$ cat src/rtl/seg7_pkg.sv
// seg7_pkg: shared glyph table, segment constants and BCD range helper
// for the seg7_scan_mux display driver. Segments are {g,f,e,d,c,b,a}, active-low.
package seg7_pkg;

  localparam logic [6:0] SEG_BLANK = 7'h7F;
  localparam logic [6:0] SEG_DASH  = 7'h3F;

  function automatic logic [6:0] hex2seg(input logic [3:0] n);
    logic [6:0] s;
    case (n)
      4'h0: s = 7'h40;
      4'h1: s = 7'h79;
      4'h2: s = 7'h24;
      4'h3: s = 7'h30;
      4'h4: s = 7'h19;
      4'h5: s = 7'h12;
      4'h6: s = 7'h02;
      4'h7: s = 7'h78;
      4'h8: s = 7'h00;
      4'h9: s = 7'h10;
      4'hA: s = 7'h08;
      4'hB: s = 7'h03;
      4'hC: s = 7'h46;
      4'hD: s = 7'h21;
      4'hE: s = 7'h06;
      default: s = 7'h0E;
    endcase
    return s;
  endfunction

  // Largest decimal value that fits in n digits: 10^n - 1.
  function automatic logic [31:0] bcd_max(input int n);
    logic [31:0] r;
    r = 32'd1;
    for (int i = 0; i < n; i++) begin
      r = r * 32'd10;
    end
    return r - 32'd1;
  endfunction

endpackage

$ cat src/rtl/seg7_scan_mux_bin2bcd_seq.sv
// bin2bcd_seq: sequential double-dabble converter, one bit per cycle.
// Ports: clk, rst (sync, high), start, bin[W-1:0] in; busy, done, bcd[W-1:0] out.
module bin2bcd_seq
  import seg7_pkg::*;
#(
  parameter int W = 16
) (
  input  logic         clk,
  input  logic         rst,
  input  logic         start,
  input  logic [W-1:0] bin,
  output logic         busy,
  output logic         done,
  output logic [W-1:0] bcd
);

  localparam int CW = $clog2(W);
  localparam logic [1:0] IDLE  = 2'd0;
  localparam logic [1:0] SHIFT = 2'd1;
  localparam logic [1:0] DONE  = 2'd2;

  logic [1:0]    state_q, state_d;
  logic [CW-1:0] cnt_q, cnt_d;
  logic [W-1:0]  bcd_q, bcd_d;
  logic [W-1:0]  bin_q, bin_d;
  logic [W-1:0]  adj, bcd_n, bin_n;

  always_comb begin
    adj = bcd_q;
    for (int i = 0; i < W / 4; i++) begin
      if (bcd_q[4*i +: 4] >= 4'd5) begin
        adj[4*i +: 4] = bcd_q[4*i +: 4] + 4'd3;
      end
    end
    {bcd_n, bin_n} = {adj, bin_q} << 1;
    state_d = state_q;
    cnt_d   = cnt_q;
    bcd_d   = bcd_q;
    bin_d   = bin_q;
    unique case (state_q)
      IDLE, DONE: begin
        state_d = IDLE;
        if (start) begin
          state_d = SHIFT;
          cnt_d   = '0;
          bcd_d   = '0;
          bin_d   = bin;
        end
      end
      SHIFT: begin
        bcd_d = bcd_n;
        bin_d = bin_n;
        cnt_d = cnt_q + 1'b1;
        if (cnt_q == CW'(W - 1)) begin
          state_d = DONE;
        end
      end
      default: state_d = IDLE;
    endcase
  end

  // done fires with the last shift so the result is taken the
  // same edge busy drops.
  assign busy = (state_q == SHIFT);
  assign done = busy && (cnt_q == CW'(W - 1));
  assign bcd  = bcd_n;

  always_ff @(posedge clk) begin
    if (rst) begin
      state_q <= IDLE;
      cnt_q   <= '0;
      bcd_q   <= '0;
      bin_q   <= '0;
    end else begin
      state_q <= state_d;
      cnt_q   <= cnt_d;
      bcd_q   <= bcd_d;
      bin_q   <= bin_d;
    end
  end

endmodule

$ cat src/rtl/seg7_scan_mux.sv
// seg7_scan_mux: multi-digit 7-segment scan driver with shadow capture.
// In: clk, rst, value, load, dp_in, blank_in. Out: busy, sseg, dp_n, an, digit_tick.
// SEG7_SCAN_BCD_MODE_EN: treat value as binary and show it in decimal.
module seg7_scan_mux
  import seg7_pkg::*;
#(
  parameter int NUM_DIGITS    = 4,
  parameter int DIV_BITS      = 16,
  parameter int AN_ACTIVE_LOW = 1
) (
  input  logic                    clk,
  input  logic                    rst,
  input  logic [4*NUM_DIGITS-1:0] value,
  input  logic                    load,
  input  logic [NUM_DIGITS-1:0]   dp_in,
  input  logic [NUM_DIGITS-1:0]   blank_in,
  output logic                    busy,
  output logic [6:0]              sseg,
  output logic                    dp_n,
  output logic [NUM_DIGITS-1:0]   an,
  output logic                    digit_tick
);

  localparam int VW = 4 * NUM_DIGITS;
  localparam int IW = $clog2(NUM_DIGITS);
  localparam logic [NUM_DIGITS-1:0] AN_OFF =
    (AN_ACTIVE_LOW != 0) ? {NUM_DIGITS{1'b1}} : '0;

  logic [DIV_BITS-1:0]   div_q, div_d;
  logic [IW-1:0]         idx_q, idx_d, idx_nxt, sel;
  logic                  first_q, first_d;
  logic [VW-1:0]         val_q, val_d;
  logic [NUM_DIGITS-1:0] dp_q, dp_d;
  logic [NUM_DIGITS-1:0] blank_q, blank_d;
  logic                  ovf_q, ovf_d;
  logic [6:0]            sseg_q, sseg_d;
  logic                  dpn_q, dpn_d;
  logic [NUM_DIGITS-1:0] an_q, an_d;
  logic [NUM_DIGITS-1:0] an_on;
  logic [3:0]            nib;
  logic                  sel_dp, sel_blank;
  logic                  wrap, upd;

`ifdef SEG7_SCAN_BCD_MODE_EN
  logic                  cv_busy, cv_done, cv_start;
  logic [VW-1:0]         cv_bcd;
  logic [NUM_DIGITS-1:0] pdp_q, pdp_d;
  logic [NUM_DIGITS-1:0] pblank_q, pblank_d;
  logic                  povf_q, povf_d;

  assign cv_start = load & ~cv_busy;
  assign busy     = cv_busy;

  bin2bcd_seq #(.W(VW)) u_bin2bcd (
    .clk   (clk),
    .rst   (rst),
    .start (cv_start),
    .bin   (value),
    .busy  (cv_busy),
    .done  (cv_done),
    .bcd   (cv_bcd)
  );
`else
  assign busy = 1'b0;
`endif

  assign wrap       = &div_q;
  assign digit_tick = wrap & ~rst;
  // Output regs resample only at a slot change (or the first cycle
  // after reset), so a capture never tears a slot in progress.
  assign upd        = wrap | first_q;

  always_comb begin
    idx_nxt = (idx_q == IW'(NUM_DIGITS - 1)) ? '0 : idx_q + 1'b1;
    sel     = wrap ? idx_nxt : idx_q;
    nib       = '0;
    sel_dp    = 1'b0;
    sel_blank = 1'b0;
    an_on     = '0;
    for (int i = 0; i < NUM_DIGITS; i++) begin
      if (sel == IW'(i)) begin
        nib       = val_q[4*i +: 4];
        sel_dp    = dp_q[i];
        sel_blank = blank_q[i];
        an_on[i]  = 1'b1;
      end
    end
  end

  always_comb begin
    div_d   = div_q + 1'b1;
    idx_d   = wrap ? idx_nxt : idx_q;
    first_d = 1'b0;
    sseg_d  = sseg_q;
    dpn_d   = dpn_q;
    an_d    = an_q;
    if (upd) begin
      if (sel_blank) begin
        sseg_d = SEG_BLANK;
        dpn_d  = 1'b1;
        an_d   = AN_OFF;
      end else begin
        sseg_d = ovf_q ? SEG_DASH : hex2seg(nib);
        dpn_d  = ~sel_dp;
        an_d   = (AN_ACTIVE_LOW != 0) ? ~an_on : an_on;
      end
    end
    val_d   = val_q;
    dp_d    = dp_q;
    blank_d = blank_q;
    ovf_d   = ovf_q;
`ifdef SEG7_SCAN_BCD_MODE_EN
    pdp_d    = pdp_q;
    pblank_d = pblank_q;
    povf_d   = povf_q;
    if (cv_start) begin
      pdp_d    = dp_in;
      pblank_d = blank_in;
      povf_d   = 32'(value) > bcd_max(NUM_DIGITS);
    end
    if (cv_done) begin
      val_d   = cv_bcd;
      dp_d    = pdp_q;
      blank_d = pblank_q;
      ovf_d   = povf_q;
    end
`else
    if (load) begin
      val_d   = value;
      dp_d    = dp_in;
      blank_d = blank_in;
    end
`endif
  end

  always_ff @(posedge clk) begin
    if (rst) begin
      div_q    <= '0;
      idx_q    <= '0;
      first_q  <= 1'b1;
      val_q    <= '0;
      dp_q     <= '0;
      blank_q  <= '0;
      ovf_q    <= 1'b0;
      sseg_q   <= SEG_BLANK;
      dpn_q    <= 1'b1;
      an_q     <= AN_OFF;
`ifdef SEG7_SCAN_BCD_MODE_EN
      pdp_q    <= '0;
      pblank_q <= '0;
      povf_q   <= 1'b0;
`endif
    end else begin
      div_q    <= div_d;
      idx_q    <= idx_d;
      first_q  <= first_d;
      val_q    <= val_d;
      dp_q     <= dp_d;
      blank_q  <= blank_d;
      ovf_q    <= ovf_d;
      sseg_q   <= sseg_d;
      dpn_q    <= dpn_d;
      an_q     <= an_d;
`ifdef SEG7_SCAN_BCD_MODE_EN
      pdp_q    <= pdp_d;
      pblank_q <= pblank_d;
      povf_q   <= povf_d;
`endif
    end
  end

  assign sseg = sseg_q;
  assign dp_n = dpn_q;
  assign an   = an_q;

endmodule

$ cat config.mk
export PLATFORM = sky130hd
export DESIGN_NAME = seg7_scan_mux
export DESIGN_NICKNAME = d
export VERILOG_FILES = /design/src/rtl/seg7_pkg.sv /design/src/rtl/seg7_scan_mux_bin2bcd_seq.sv /design/src/rtl/seg7_scan_mux.sv
export SDC_FILE = /design/constraint.sdc
export NUM_CORES = 1
export LEC_CHECK = 0
export ABC_AREA = 1
export BUFFER_PORTS_ARGS = -buffer_cell sky130_fd_sc_hd__buf_2
export CORE_MARGIN = 3
export CORE_UTILIZATION = 51
export CTS_CLUSTER_SIZE = 40
export DETAILED_ROUTE_END_ITERATION = 16
export PLACE_DENSITY_LB_ADDON = 0.05
export SLEW_MARGIN = 30
export SYNTH_ARGS = -nofsm -noshare
export SYNTH_HDL_FRONTEND = slang
export SYNTH_SLANG_ARGS = --single-unit
export TNS_END_PERCENT = 50
$ cat constraint.sdc
create_clock -name clk -period 2.2 [get_ports clk]
set_input_delay 0 -clock clk [delete_from_list [all_inputs] [get_ports clk]]
set_output_delay 0 -clock clk [all_outputs]
set_load 0.005 [all_outputs]
==> results of run 1 <==
==> power breakdown <==
group,total [W],switching [W],internal [W]
clock,0.000637,0.000303,0.000334
combinational,0.000318,0.000168,0.000149
sequential,0.00108,0.0000323,0.00105
==> cell usage after synthesis <==
master    instances  area, um^2
nand2_1          77         289
nor2_1           56         210
dfxtp_1          55        1100
o21ai_0          38         190
inv_1            34         128
nand3_1          32         160
a21oi_1          15        75.1
nand2_4          10         113
clkbuf_1          9        33.8
ha_1              8         100
inv_2             8        30.0
nand2_2           7        43.8
nor3_1            6        30.0
nor2_4            5        56.3
nor2_2            4        25.0
nand4_1           3        18.8
buf_4             2        15.0
nand3_2           2        20.0
nand3_4           2        35.0
nor2_8            2        40.0
xor2_1            2        17.5
a211oi_1          1        7.51
a31oi_1           1        6.26
and3_1            1        6.26
buf_1             1        3.75
buf_6             1        11.3
conb_1            1        3.75
o211ai_1          1        7.51
o21ai_2           1        8.76
o21ai_4           1        16.3
or2_0             1        6.26
or2_1             1        6.26
or2_2             1        6.26
==> final timing paths <==
kind             start        end  slack [ns]  cells past startpoint
max reg2reg   div_q[1]    sseg[3]       -0.06                     19
min reg2reg  val_q[10]  val_q[10]        0.47                      2
min               load   val_q[0]        0.17                      3
max           div_q[1]    sseg[3]       -0.06                     19
==> metrics by stage <==
stage / total power (W) / area, um^2
3_3_place_gp: 0.00135 / 3210
6_report: 0.00203 / 3800
4_1_cts: 0.00203 / 3590
2_1_floorplan: 0.00126 / 2870
5_1_grt: 0.00215 / 3800
3_5_place_dp: 0.00135 / 3210
==> area by class of cell <==
cell class	instances	area [um^2]	area share (%)
clock buffer	6	72.6	1.91
multi-input combinational	279	1700	44.8
sequential	55	1100	29.0
tap	70	87.6	2.30
timing repair buffer	88	638	16.8
clock inverter	1	30.0	0.790
inverter	42	165	4.34
==> kinds of logic (layout without fill, tap and decap cells) <==
family,after synthesis,in the layout
simple gates,210,210
buf+inv,55,137
other cells,1,1
xor+xnor,2,2
flops,55,55
compound gates,58,58
fa+ha+maj,8,8
==> worst min-delay path: stages <==
cell and delay [ns]:
buf_2 0.20, o21ai_0 0.19, nor2_1 0.04
==> sequential cells by signal (all words and copies together), names as in the netlist <==
signal,flops
an,4
blank_q,4
div_q,16
dp_n,1
dp_q,4
first_q,1
idx_q,2
sseg,7
val_q,16
==> metal layers <==
metal | GRT usage, % | vias to the layer above | part of all wire, %
li1 | - | 1397 | -
met1 | 27.7 | 1200 | 48
met2 | 34.6 | 62 | 48
met3 | 4.26 | 8 | 3.6
met4 | 5.24 | 0 | 1.1
met5 | 0 | - | 0
==> timing repair <==
action,in CTS,in global routing
setup buffers,1,8
setup endpoints to repair,5,11
hold buffers,25,0
pin swaps,3,27
endpoints found under the hold margin,25,0
resized for setup,4,32
==> flow_metrics.py, run 1 <==
metrics = {
    "grt": {
        "grt_max_degree": 40,
        "first_pass_grt_wire_length_um": 10700,
        "grtUsageTotal_pct": 20.9,
        "via_count_of_the_first_global_routing_pass": 2402,
        "global_route.overflow_total": 0,
        "antenna_found_initial": 0,
    },
    "run_status": {
        "violations": "setup timing",
        "result_of_the_run": "finished, violations left",
    },
    "yosys": {
        "synthAdderAreaFrac_pct": 3.55,
        "syn_inst_count": 389,
        "yosys-mux-area-fraction_pct": 0,
        "ys_warn_count": 0,
        "ys_ff_latch": 55,
        "synth_fp_nets": 424,
        "main_combinational_cell_family_by_area_after_synthesis": "simple AND/OR/NAND/NOR gates",
        "fraction_of_synthesized_cell_area_in_xor_and_xnor_cells_pct": 0.621,
        "compound_gate_portion_of_the_synthesized_area_pct": 11.0,
        "synthesis.area_per_instance_um2": 7.25,
        "yosysSeqAreaShare_pct": 39.0,
        "yosys.cell_types.count": 33,
        "post_synth_simple_gate_area_pct": 37.8,
        "netlist_area_mm2": 0.00282,
    },
    "die": {
        "die_w_um": 80.4,
        "die_area_mm2": 0.00646,
        "die_height_um": 80.4,
        "floorplan.rows": 26,
        "floorplan.core_area_mm2": 0.00524,
        "initial_util_pct": 53.9,
        "design.portCount": 41,
    },
    "finish": {
        "finish.net_count": 506,
        "fin_util_pct": 72.6,
        "layout_cells_sized_above_1_pct": 29.9,
        "areaGrowthSynthToFinish_pct": 34.7,
        "nFillCells": 439,
        "highest_count_cells_in_the_layout_ignoring_fill_and_taps": "nand2_1, nor2_1, dfxtp_1, buf_2, o21ai_0",
        "mostFrequentLayoutCell": "nand2_1",
        "diodes": 0,
        "layoutNonFillerInstCount": 541,
    },
    "clock_network": {
        "clock_insertion_delay_worst_skew_ns": 0.30,
        "cts.clk_slew.worst_paths_ns": 0.09,
        "tritoncts": "done",
        "cts_root_buf": "clkbuf_8",
        "cts-htree-levels": 2,
        "max-clock-path-buffers": 2,
        "cts.sinks": 55,
        "cts_made_buffers": 5,
    },
    "placed_design": {
        "buffer_ports.inserted": 39,
        "pre_cts_setup_slack_ns": -0.0484,
        "gp_routability_congestion": 0.859,
        "dp_hpwl_um": 4400,
        "placed_cells_incl_taps": 500,
    },
    "worst_setup_path": {
        "cp.arrival_ns": 2.47,
        "worstPathCellList": "ha_4, nand2_4, nor2_4, nand2_4, inv_4, nand2_4, nand2_4, nand2_8, buf_4, nand3_1, nand4_1, buf_4, ha_4, nand3_4, nand2_2, nand2_1, nand3_1, nand2_1, nand2_1",
        "critical_path_required_ns": 2.41,
        "critical_path.endpoint_type": "register",
        "cpLargestDelayFamily": "simple AND/OR/NAND/NOR gates",
        "critical-path-slowest-cell": "dfxtp_2",
        "timing.critical_path.fanout_max": 8,
        "worstSetupStartpointType": "register",
        "timing.setup.critical_path_class": "reg2reg",
        "timing.critical_path.slowest_cell_delay_ns": 0.36,
        "cp_common_cell": "nand2_4",
        "worstPathBufferInverterCount": 3,
    },
    "sta": {
        "totalNegativeSetupSlack_ns": -0.208,
        "fin_hold_ws_ns": 0.168,
        "achievable-frequency_mhz": 442,
        "min_period_over_period_pct": 103,
        "clock_skew_ns": 0.00943,
        "setup_ws_final_ns": -0.0609,
        "finalSetupViolations": 6,
        "hold_viol": 0,
        "post-route-min-period_ns": 2.26,
        "grt_setup_unrepaired": "yes",
        "maxSlewViolCount": 0,
    },
    "drt": {
        "first_pass_iters": 4,
        "totalWireLength_um": 6390,
        "ant_nets": 0,
        "detailroute.via_count": 2667,
        "drt-wirelength-per-cell_um": 11.8,
        "remaining_drc_errors": 0,
        "detail_route.iter0.violations": 111,
        "number_of_vias_per_cell": 4.93,
    },
    "power_and_ir_drop": {
        "power.leakage_nw": 1.82,
        "power.density_mw_per_mm2": 535,
        "vdd_ir_drop_max_mv": 0.471,
    },
    "worst_hold_path": {
        "holdCritPathClass": "in2reg",
    },
    "flow_run": {
        "max_cap_viol_count": 0,
    },
}
(Power assumes the default switching activity.)
==> run 2: changes to the inputs <==
CORE_UTILIZATION = 50   (was 51)
HOLD_SLACK_MARGIN = 0.05   (was default)
SETUP_SLACK_MARGIN = 0.05   (was default)
==> run 2 against run 1 <==
Sequential power about the same. The flow still finishes with violations (setup timing). Utilization is 0.64 points higher. Maximum frequency grew 0.18%. Worst hold slack gained 0.034 ns. Global-route usage rose by 0.63 points. Highest routed layer unchanged. Via count grew 1.9%. Setup slack improved by 0.0042 ns. Wire length grew 15%. Clock power up 3%. Largest power group unchanged. Flip-flop and latch count unchanged. Final cell count up 1.3%.
==> flow_metrics.py, run 2 (synthesis gave the netlist of run 1 again) <==
metrics = {
    "placed_design": {
        "dpl_cell_area_mm2": 0.00324,
        "gp_routability_congestion": 0.888,
        "buffer_ports.inserted": 39,
        "dp_hpwl_um": 4680,
        "pre_cts_setup_slack_ns": -0.0610,
    },
    "die": {
        "floorplan.core_area_mm2": 0.00527,
        "die_height_um": 81.1,
        "initial_util_pct": 53.5,
        "design.portCount": 41,
        "floorplan.rows": 26,
        "die_w_um": 81.1,
        "die_area_mm2": 0.00658,
    },
    "grt": {
        "grt_max_degree": 20,
        "via_count_of_the_first_global_routing_pass": 2408,
        "first_pass_grt_wire_length_um": 11100,
        "global_route.overflow_total": 0,
        "antenna_found_initial": 0,
        "grtUsageTotal_pct": 21.5,
    },
    "finish": {
        "layout.cell_area.non_filler_mm2": 0.00386,
        "diodes": 0,
        "mostFrequentLayoutCell": "nand2_1",
        "finish.net_count": 513,
        "fin_util_pct": 73.2,
        "areaGrowthSynthToFinish_pct": 36.8,
        "highest_count_cells_in_the_layout_ignoring_fill_and_taps": "nand2_1, nor2_1, dfxtp_1, buf_2, o21ai_0",
        "layout_cells_sized_above_1_pct": 31.4,
    },
    "flow_run": {
        "max_cap_viol_count": 0,
    },
    "sta": {
        "achievable-frequency_mhz": 443,
        "setup_ws_final_ns": -0.0567,
        "min_period_over_period_pct": 103,
        "maxSlewViolCount": 0,
        "clock_skew_ns": 0.00607,
        "worst_pin_slew_ns": 0.583,
        "finalSetupViolations": 6,
        "post-route-min-period_ns": 2.26,
        "slew-limit-headroom_pct": 61.0,
        "grt_setup_unrepaired": "yes",
        "hold_viol": 0,
        "totalNegativeSetupSlack_ns": -0.248,
    },
    "clock_network": {
        "clock_insertion_delay_worst_skew_ns": 0.31,
        "cts_made_buffers": 5,
        "max-clock-path-buffers": 2,
        "cts.clk_slew.worst_paths_ns": 0.09,
        "cts.sinks": 55,
        "tritoncts": "done",
        "cts_root_buf": "clkbuf_8",
        "cts-htree-levels": 2,
    },
    "drt": {
        "detailroute.via_count": 2718,
        "remaining_drc_errors": 0,
        "ant_nets": 0,
        "drt-wirelength-per-cell_um": 13.4,
        "number_of_vias_per_cell": 4.96,
        "first_pass_iters": 4,
        "totalWireLength_um": 7330,
        "detail_route.iter0.violations": 142,
    },
    "worst_setup_path": {
        "timing.critical_path.fanout_max": 5,
        "critical_path.endpoint_type": "register",
        "critical_path_required_ns": 2.42,
        "timing.setup.critical_path_class": "reg2reg",
        "worstSetupStartpointType": "register",
        "cp.arrival_ns": 2.48,
    },
    "run_status": {
        "result_of_the_run": "finished, violations left",
        "violations": "setup timing",
    },
    "power_and_ir_drop": {
        "vdd_ir_drop_max_mv": 0.337,
        "power.leakage_nw": 1.86,
        "power.density_mw_per_mm2": 537,
    },
    "worst_hold_path": {
        "holdCritPathClass": "in2reg",
    },
}
run 2: changes by cell type in the layout (fill, tap and decap cells not counted), moves of 2 or more:
cell     before  now
nand2_2      11   14
buf_4        23   26
nand2_1      68   66
nand3_2       8   10
nand3_1      25   23
ha_4          6    4
run 2: worst max-delay path, cell delays in order, from the launching register on:
cell and delay, ns:
dfxtp_2 0.36, ha_4 0.15, nand2_4 0.06, nor2_4 0.11, nand2_4 0.11, nor2_8 0.16
nand2_2 0.07, nand2_2 0.12, nand3_1 0.11, nand3_2 0.14, nand2_8 0.09, buf_12 0.13
ha_4 0.27, nand3_2 0.06, nand3_1 0.07, nand3_1 0.07, nand2_1 0.06, nand2_1 0.04
run 2: final timing paths:
| check | from | slack (ns) | cells after the start | end |
|---|---|---|---|---|
| setup / recovery | div_q[0] | -0.06 | 17 | sseg[3] |
| hold / removal | load | 0.20 | 4 | val_q[5] |
| setup reg to reg | div_q[0] | -0.06 | 17 | sseg[3] |
| hold reg to reg | div_q[15] | 0.45 | 1 | div_q[15] |
run 2: final cells by class:
cell class / count / area, um^2
sequential: 55 / 1100
multi-input combinational: 282 / 1730
tap: 70 / 87.6
fill: 419 / 1410
clock inverter: 1 / 30.0
inverter: 42 / 163
timing repair buffer: 92 / 672
clock buffer: 6 / 72.6
run 2: routing by layer:
metal | vias to the layer above | global-route usage, % | wire length [um] | part of all wire, %
met5 | - | 0 | 0 | 0
met4 | 0 | 5.57 | 155 | 2.1
met3 | 15 | 3.66 | 305 | 4.2
met2 | 79 | 37.2 | 3560 | 49
met1 | 1205 | 27.7 | 3310 | 45
li1 | 1419 | - | - | -
run 2: repair_timing:
item,in CTS,in global routing
resized for setup,3,30
hold buffers,25,0
endpoints found under the hold margin,30,0
pin swaps,12,17
buffers inserted,2,9
endpoints found under the setup margin,6,14
gates cloned,1,2
run 2: metrics by stage:
step	power [W]	hold slack, ns	cells
6_report	0.00207	0.202	548
3_3_place_gp	0.00135	0.220	502
2_1_floorplan	0.00127	0.0277	389
4_1_cts	0.00205	0.181	537
3_5_place_dp	0.00135	0.224	502
5_1_grt	0.00217	0.232	548
run 2: report_power, final:
| group | switching, W | internal (W) | leakage [nW] |
|---|---|---|---|
| Clock | 0.000319 | 0.000334 | 0.0513 |
| Combinational | 0.000181 | 0.000159 | 1.35 |
| Sequential | 0.0000327 | 0.00105 | 0.454 |
| Total | 0.000533 | 0.00154 | 1.86 |
==> run 3: changes to the inputs <==
==> constraint.sdc (replaced) <==
create_clock -name clk -period 2.2 [get_ports clk]
set_input_delay 0.11 -clock clk [delete_from_list [all_inputs] [get_ports clk]]
set_output_delay 0.11 -clock clk [all_outputs]
set_load 0.005 [all_outputs]
==> run 3 against run 2 <==
The flow still finishes with violations (setup timing). Wire length shrank 9.5%. First-iteration DRC count shrank 53%. Sequential share of layout area grew 0.86 points. Clock skew shrank 0.0019 ns. Die area is the same. Critical path depth is the same. Clock power is essentially flat. Highest routed layer unchanged. Register-to-register slack is essentially flat. Critical path type unchanged. Flip-flop and latch count is the same. Setup slack lost 0.0019 ns.
==> flow_metrics.py, run 3 (synthesis gave the netlist of run 1 again) <==
metrics = {
    "run_status": {
        "result_of_the_run": "finished, violations left",
        "violations": "setup timing",
    },
    "sta": {
        "post-route-min-period_ns": 2.26,
        "hold_viol": 0,
        "min_period_over_period_pct": 103,
        "setup_ws_final_ns": -0.0587,
        "finalSetupViolations": 5,
        "worst_pin_slew_ns": 0.864,
        "maxSlewViolCount": 0,
        "slew-limit-headroom_pct": 42.3,
        "clock_skew_ns": 0.00417,
        "grt_setup_unrepaired": "yes",
        "achievable-frequency_mhz": 443,
    },
    "die": {
        "floorplan.core_area_mm2": 0.00527,
        "floorplan.rows": 26,
        "die_height_um": 81.1,
        "die_w_um": 81.1,
        "design.portCount": 41,
        "initial_util_pct": 53.5,
        "die_area_mm2": 0.00658,
    },
    "grt": {
        "grtUsageTotal_pct": 21.0,
        "first_pass_grt_wire_length_um": 10800,
        "grt_max_degree": 31,
        "antenna_found_initial": 0,
        "global_route.overflow_total": 0,
        "via_count_of_the_first_global_routing_pass": 2304,
    },
    "finish": {
        "diodes": 0,
        "layout_cells_sized_above_1_pct": 30.5,
        "highest_count_cells_in_the_layout_ignoring_fill_and_taps": "nand2_1, nor2_1, dfxtp_1, buf_2, o21ai_0",
        "layout.cell_area.non_filler_mm2": 0.00374,
        "nFillCells": 445,
        "finish.net_count": 504,
        "mostFrequentLayoutCell": "nand2_1",
        "areaGrowthSynthToFinish_pct": 32.6,
        "layoutNonFillerInstCount": 539,
    },
    "drt": {
        "detailroute.via_count": 2629,
        "first_pass_iters": 4,
        "ant_nets": 0,
        "detail_route.iter0.violations": 67,
        "number_of_vias_per_cell": 4.88,
        "drt-wirelength-per-cell_um": 12.3,
        "remaining_drc_errors": 0,
        "totalWireLength_um": 6640,
    },
    "clock_network": {
        "max-clock-path-buffers": 2,
        "tritoncts": "done",
        "cts_made_buffers": 5,
        "cts_root_buf": "clkbuf_8",
        "clock_insertion_delay_worst_skew_ns": 0.30,
        "cts.sinks": 55,
        "cts-htree-levels": 2,
        "cts.clk_slew.worst_paths_ns": 0.09,
    },
    "power_and_ir_drop": {
        "vdd_ir_drop_max_mv": 0.355,
        "power.density_mw_per_mm2": 544,
        "power.leakage_nw": 1.81,
        "total_power_w": 0.00203,
    },
    "worst_setup_path": {
        "worstSetupStartpointType": "register",
        "critical_path_required_ns": 2.41,
        "critical_path.endpoint_type": "register",
        "timing.critical_path.fanout_max": 5,
        "cp.arrival_ns": 2.47,
        "timing.setup.critical_path_class": "reg2reg",
    },
    "placed_design": {
        "dp_hpwl_um": 4590,
        "placed_cells_incl_taps": 504,
        "gp_routability_congestion": 0.897,
        "dpl_cell_area_mm2": 0.00327,
        "buffer_ports.inserted": 39,
    },
    "worst_hold_path": {
        "holdCritPathClass": "in2reg",
    },
    "flow_run": {
        "max_cap_viol_count": 0,
    },
}
## run 3: metal layers
metal	up-vias	track usage, %	routed length, um
li1	1397	-	-
met1	1177	29.2	3220
met2	50	34.5	3150
met3	5	3.22	231
met4	0	4.39	43
met5	-	0	0
## run 3: worst paths after layout
kind | startpoint | to | slack [ns] | cells past startpoint
worst max-delay path | div_q[0] | sseg[3] | -0.06 | 17
worst min-delay path | rst | first_q | 0.07 | 1
worst min register to register | div_q[15] | div_q[15] | 0.45 | 1
worst max register to register | div_q[0] | sseg[3] | -0.06 | 17
## run 3: cell type report
class | instances | area [um^2] | area share (%)
inverter | 42 | 160 | 4.28
multi-input combinational | 280 | 1690 | 45.1
tap | 70 | 87.6 | 2.34
clock inverter | 1 | 30.0 | 0.802
clock buffer | 6 | 72.6 | 1.94
sequential | 55 | 1100 | 29.5
timing repair buffer | 85 | 602 | 16.1
## run 3: metrics by stage
stage / setup TNS, ns / utilization (%) / hold slack, ns / setup WS [ns]
2_1_floorplan: 0 / - / 0.138 / 0.0391
3_3_place_gp: 0 / 62.0 / 0.332 / 0.00706
3_5_place_dp: -0.289 / 62.0 / 0.335 / -0.0836
4_1_cts: -0.138 / 68.6 / 0.0714 / -0.0442
5_1_grt: -1.14 / 71.0 / 0.0765 / -0.207
6_report: -0.115 / 71.0 / 0.0743 / -0.0587
## run 3: worst max-delay path: stages (launching register included)
cell and delay, ns:
dfxtp_2 0.37, ha_4 0.15, nand2_4 0.05, nor2_4 0.09, nand2_4 0.11, nor2_8 0.18
nand2_1 0.08, nand2_2 0.12, nand3_1 0.10, nand3_2 0.09, nand2_4 0.08, buf_4 0.15
ha_4 0.27, nand3_2 0.07, nand3_1 0.09, nand3_2 0.07, nand2_1 0.06, nand2_1 0.04
## run 3: report_power, final
part / switching [W] / internal, W / total [W]
Sequential: 0.0000320 / 0.00105 / 0.00108
Combinational: 0.000164 / 0.000140 / 0.000304
Clock: 0.000317 / 0.000334 / 0.000651
## run 3: repair_timing
action / in CTS / in global routing
pin swaps: 2 / 21
setup buffers: 6 / 4
resized for setup: 4 / 22
cloned: 1 / 0
endpoints found under the setup margin: 6 / 10
endpoints found under the hold margin: 18 / 0
hold buffers: 18 / 0
